[src/rtl/mem_arb_pkg.sv]
// rtl/mem_arb_pkg.sv - shared types for the fetch/data memory arbiter
package mem_arb_pkg;

    typedef enum logic [1:0] {
        IDLE = 2'd0,
        WAIT = 2'd1,
        RESP = 2'd2
    } arb_state_e;

    typedef enum logic {
        OWN_IF = 1'b0,
        OWN_D  = 1'b1
    } arb_owner_e;

    // Counter width able to hold 0..limit inclusive.
    function automatic int unsigned cnt_width(input int unsigned limit);
        return (limit < 2) ? 1 : $clog2(limit + 1);
    endfunction

endpackage

[src/rtl/arb_priority.sv]
// rtl/arb_priority.sv - data-first priority select with fetch starvation guard
module arb_priority
    import mem_arb_pkg::*;
#(
    parameter int unsigned STARVE_LIMIT = 4
) (
    input  logic clk,
    input  logic rst,
    input  logic en_i,
    input  logic if_valid_i,
    input  logic d_valid_i,
    output logic grant_if,
    output logic grant_d
);

    localparam int unsigned       CW    = cnt_width(STARVE_LIMIT);
    localparam logic [CW-1:0]     LIMIT = CW'(STARVE_LIMIT);

    logic [CW-1:0] starve_cnt_q;
    logic [CW-1:0] starve_cnt_d;
    logic          fetch_forced;

    assign fetch_forced = if_valid_i && (starve_cnt_q == LIMIT);

    always_comb begin
        grant_d  = en_i && d_valid_i && !fetch_forced;
        grant_if = en_i && if_valid_i && !grant_d;
    end

    // Counts data grants that overtook a waiting fetch; any gap in fetch demand forgives the debt.
    always_comb begin
        starve_cnt_d = starve_cnt_q;
        if (!if_valid_i || grant_if) begin
            starve_cnt_d = '0;
        end else if (grant_d && (starve_cnt_q != LIMIT)) begin
            starve_cnt_d = starve_cnt_q + 1'b1;
        end
    end

    always_ff @(posedge clk or posedge rst) begin
        if (rst) begin
            starve_cnt_q <= '0;
        end else begin
            starve_cnt_q <= starve_cnt_d;
        end
    end

endmodule

[src/rtl/mem_arbiter.sv]
// rtl/mem_arbiter.sv - shares one single-port memory between fetch and data paths
module mem_arbiter
    import mem_arb_pkg::*;
#(
    parameter int unsigned ADDR_W       = 32,
    parameter int unsigned DATA_W       = 32,
    parameter int unsigned STARVE_LIMIT = 4
) (
    input  logic              clk,
    input  logic              rst,
    input  logic              if_req_valid,
    output logic              if_req_ready,
    input  logic [ADDR_W-1:0] if_addr,
    output logic              if_rsp_valid,
    output logic [DATA_W-1:0] if_rdata,
    input  logic              d_req_valid,
    output logic              d_req_ready,
    input  logic [ADDR_W-1:0] d_addr,
    input  logic              d_we,
    input  logic [DATA_W-1:0] d_wdata,
    output logic              d_rsp_valid,
    output logic [DATA_W-1:0] d_rdata,
    output logic [ADDR_W-1:0] mem_address,
    output logic [DATA_W-1:0] mem_write_data,
    output logic              mem_write_enable,
    input  logic [DATA_W-1:0] mem_read_data
);

    arb_state_e        state_q;
    arb_owner_e        owner_q;
    logic              owner_we_q;
    logic [ADDR_W-1:0] addr_q;
    logic [DATA_W-1:0] wdata_q;
    logic              if_rsp_valid_q;
    logic              d_rsp_valid_q;
    logic [DATA_W-1:0] if_rdata_q;
    logic [DATA_W-1:0] d_rdata_q;

    logic can_grant;
    logic grant_if;
    logic grant_d;
    logic any_grant;

    assign can_grant = !rst && ((state_q == IDLE) || (state_q == RESP));
    assign any_grant = grant_if || grant_d;

    arb_priority #(
        .STARVE_LIMIT(STARVE_LIMIT)
    ) u_priority (
        .clk       (clk),
        .rst       (rst),
        .en_i      (can_grant),
        .if_valid_i(if_req_valid),
        .d_valid_i (d_req_valid),
        .grant_if  (grant_if),
        .grant_d   (grant_d)
    );

    assign if_req_ready = grant_if;
    assign d_req_ready  = grant_d;

    // The memory samples the address in the grant cycle, so the winner is forwarded straight through.
    always_comb begin
        mem_address      = addr_q;
        mem_write_data   = wdata_q;
        mem_write_enable = 1'b0;
        if (grant_d) begin
            mem_address      = d_addr;
            mem_write_data   = d_wdata;
            mem_write_enable = d_we;
        end else if (grant_if) begin
            mem_address      = if_addr;
        end
    end

    always_ff @(posedge clk or posedge rst) begin
        if (rst) begin
            state_q        <= IDLE;
            owner_q        <= OWN_IF;
            owner_we_q     <= 1'b0;
            addr_q         <= '0;
            wdata_q        <= '0;
            if_rsp_valid_q <= 1'b0;
            d_rsp_valid_q  <= 1'b0;
            if_rdata_q     <= '0;
            d_rdata_q      <= '0;
        end else begin
            if_rsp_valid_q <= 1'b0;
            d_rsp_valid_q  <= 1'b0;
            if (any_grant) begin
                addr_q     <= mem_address;
                wdata_q    <= mem_write_data;
                owner_q    <= grant_d ? OWN_D : OWN_IF;
                owner_we_q <= grant_d && d_we;
            end
            case (state_q)
                IDLE: begin
                    if (any_grant) begin
                        state_q <= WAIT;
                    end
                end
                WAIT: begin
                    if (owner_q == OWN_D) begin
                        d_rsp_valid_q <= 1'b1;
                        d_rdata_q     <= owner_we_q ? '0 : mem_read_data;
                    end else begin
                        if_rsp_valid_q <= 1'b1;
                        if_rdata_q     <= mem_read_data;
                    end
                    state_q <= RESP;
                end
                RESP: begin
                    state_q <= any_grant ? WAIT : IDLE;
                end
                default: begin
                    state_q <= IDLE;
                end
            endcase
        end
    end

    assign if_rsp_valid = if_rsp_valid_q;
    assign d_rsp_valid  = d_rsp_valid_q;
    assign if_rdata     = if_rdata_q;
    assign d_rdata      = d_rdata_q;

endmodule

[config.mk]
export PLATFORM = sky130hd
export DESIGN_NAME = mem_arbiter
export DESIGN_NICKNAME = d
export VERILOG_FILES = /design/src/rtl/mem_arb_pkg.sv /design/src/rtl/arb_priority.sv /design/src/rtl/mem_arbiter.sv
export SDC_FILE = /design/constraint.sdc
export NUM_CORES = 1
export LEC_CHECK = 0
export BUFFER_PORTS_ARGS = -buffer_cell sky130_fd_sc_hd__buf_2
export CORE_ASPECT_RATIO = 0.5
export CORE_MARGIN = 4
export CORE_UTILIZATION = 44
export CTS_CLUSTER_SIZE = 25
export DETAILED_ROUTE_END_ITERATION = 16
export GPL_TIMING_DRIVEN = 0
export PLACE_DENSITY = 0.88
export SLEW_MARGIN = 10
export SYNTH_ARGS = -nofsm -noshare
export SYNTH_HDL_FRONTEND = slang
export SYNTH_SLANG_ARGS = --single-unit
[constraint.sdc]
create_clock -name clk -period 4.7 [get_ports clk]
set_input_delay 0.94 -clock clk [delete_from_list [all_inputs] [get_ports clk]]
set_output_delay 0.94 -clock clk [all_outputs]
set_load 0.005 [all_outputs]
==> flow_metrics.py <==
metrics = {
    "run_status": {
        "status": "completed",
    },
    "global_route": {
        "grt_max_degree": 87,
        "grt_overflow": 0,
        "antenna_found_initial": 1,
        "grt_usage": 0.207,
        "grt_pass1_wl_um": 27700,
        "grt_pass1_vias": 5529,
    },
    "synthesis": {
        "synth_nets": 634,
        "synthTopCellsByCount": "137 x dfrtp_1, 96 x mux2_2, 64 x a221o_1",
        "ys_warn_count": 0,
        "yosys.cell_types.count": 27,
        "yosysSeqAreaShare": 0.539,
        "synth_area_leaders": "dfrtp_1 54%, mux2_2 17%, a221o_1 10%",
        "yosys.area.top_type_share": 0.539,
        "syn_area_mm2": 0.00636,
        "yosysMostFrequentCell": "dfrtp_1",
        "synth-seq-cells": 137,
        "synth_cells": 499,
        "postSynthAreaPerCell_um2": 12.7,
        "synth_top_area_cell": "dfrtp_1",
        "ys_async_sr_fraction": 1.00,
        "synth_edf_count": 0,
        "ys.flop_type": "dfrtp_1",
    },
    "setup_path": {
        "cp-end-kind": "output port",
        "r2r_start": "u_priority.starve_cnt_q[0]$_DFFE_PP0P_",
        "worstPathRequired_ps": 3760,
        "cp-start-kind": "input pin",
        "r2r_cells": 7,
        "cp_max_fo": 10,
        "worst-r2r-setup-slack_ps": 2810,
        "crit_arrival_ps": 2470,
        "worstSetupPathType": "in2out",
        "rr_endpoint": "addr_q[6]$_DFFE_PP0P_",
    },
    "timing": {
        "whs_ps": 426,
        "rsz0062_at_grt": "false",
        "slew_viol_final": 0,
        "setup-violations-final": 0,
        "hold_viol_final": 0,
        "layout_min_cycle_time_ps": 3410,
        "skew_ps": 9.01,
        "relSlewSlack": 0.473,
        "tightest_slew_ps": 790,
        "fin_setup_tns_ps": 0,
        "clock.fmax_ghz": 0.293,
        "finalCritPeriodShare": 0.726,
    },
    "die": {
        "die_area_mm2": 0.0166,
        "placeableCoreArea_mm2": 0.0139,
        "ios": 266,
        "start_util": 0.459,
        "die_h_um": 93.0,
        "placementRows": 30,
        "die_x_um": 178,
    },
    "pwr": {
        "p_per_area_mw_per_mm2": 457,
        "peakVddDrop_mv": 0.257,
        "leakage_nw": 4.17,
        "power_mw": 3.89,
    },
    "drt": {
        "wl_per_cell_um": 17.4,
        "initialDrtViolationCount": 348,
        "vias": 5278,
        "viasPerCell": 5.34,
        "ant_nets": 0,
        "drt-pass1-iter-count": 5,
        "wl_um": 17200,
        "drc": 0,
    },
    "hold_path": {
        "min_delay_path_depth": 1,
        "hold_class": "reg2reg",
        "min_to": "state_q[1]$_DFFE_PP0P_",
        "hp-start": "state_q[1]$_DFFE_PP0P_",
    },
    "final_layout": {
        "syn_to_final_growth_pct": 34.1,
        "drive_gt1_frac": 0.535,
        "layout.nets": 919,
        "fin_util": 0.616,
        "antenna_cells": 0,
        "fillCellCount": 1122,
    },
    "placement": {
        "io_buffer_count": 265,
        "hpwlAfterDp_um": 13000,
        "gp_congestion": 0.839,
    },
    "clock_network": {
        "path_clk_slew_ps": 60,
        "numCtsBuffers": 17,
        "worstSkewPairLatency_ps": 400,
        "tritoncts": "yes",
        "htreeDepth": 4,
        "cts_setup_buffers": 0,
        "cts_num_sinks": 137,
        "clock_path_buffers": 2,
        "clockRootBuffer": "clkbuf_16",
        "cts-resized-gates": 0,
        "ctsHoldBuffers": 0,
    },
    "flow_run": {
        "timing.max_cap.violations": 0,
    },
}
[cells in the final DEF, fill, tap and decap left out, types with 5 or more instances in the layout]
master	count
a21boi_0	35
a221o_1	64
buf_2	276
buf_6	11
clkbuf_1	17
clkbuf_16	17
clkinv_4	6
dfrtp_1	137
inv_1	5
inv_6	6
mux2_2	96
nand2_1	35
nand2b_1	32
o21ai_0	32
[cell type report]
cell class | count | area [um2] | share of cell area
inverter | 6 | 27.5 | 0.00323
clock buffer | 18 | 439 | 0.0515
timing repair buffer | 266 | 1350 | 0.159
tap | 192 | 240 | 0.0282
buffer | 42 | 265 | 0.0311
sequential | 137 | 3430 | 0.402
multi-input combinational | 314 | 2640 | 0.310
clock inverter | 14 | 131 | 0.0154
[sequential cells by signal (all words and copies together), names as in the netlist]
name and count:
addr_q 32, d_rdata 32, d_rsp_valid 1, if_rdata 32, if_rsp_valid 1, owner_q 1, owner_we_q 1, state_q 2
u_priority.starve_cnt_q 3, wdata_q 32
[worst max path at each step]
stage | startpoint | endpoint | slack [ps] | depth (start not counted)
floorplan | rst | addr_q[0]$_DFFE_PP0P_ | 90 | 1
global placement | rst | d_rdata[3]$_DFFE_PP0P_ | -1410 | 2
detailed placement | rst | mem_write_data[1] | 1280 | 8
CTS | rst | mem_write_data[1] | 1260 | 8
global route | rst | mem_write_data[1] | 1220 | 8
finish | rst | mem_write_data[1] | 1290 | 8
[per-layer routing]
metal,GRT usage,vias up,part of all wire
li1,-,2438,-
met3,0.0400,38,0.049
met1,0.249,2619,0.40
met2,0.372,181,0.53
met4,0.0740,2,0.026
met5,0,-,0.00041
[worst max-delay path: stages]
cell and delay, ps:
buf_2 140, nor2_4 230, and3_4 220, buf_6 110, buf_6 170, buf_6 170, mux2_2 360, buf_2 130
[cells by family (layout without fill, tap and decap cells)]
group	count (synthesis)	after routing	share of synthesized area
flip-flops	137	137	0.539
AO/OA/AOI/OAI	135	135	0.172
multiplexers	96	96	0.170
AND/OR/NAND/NOR	81	81	0.0693
buffers and inverters	48	346	0.0453
adder cells (fa/ha/maj)	2	2	0.00394
[power by group]
part	switching, mW	internal [mW]
combinational	0.452	0.556
clock	0.555	0.711
sequential	0.141	1.48
[through the flow]
stage                     cell area [um2]  std cells  worst slack (ps)
after floorplan                      6360        499              92.2
after global placement               7920        956             -1410
after detailed placement             7960        957              1280
after CTS                            8530        989              1260
after global routing                 8530        989              1220
final                                8530        989              1290
No activity file was read; power rests on OpenSTA's default activity.
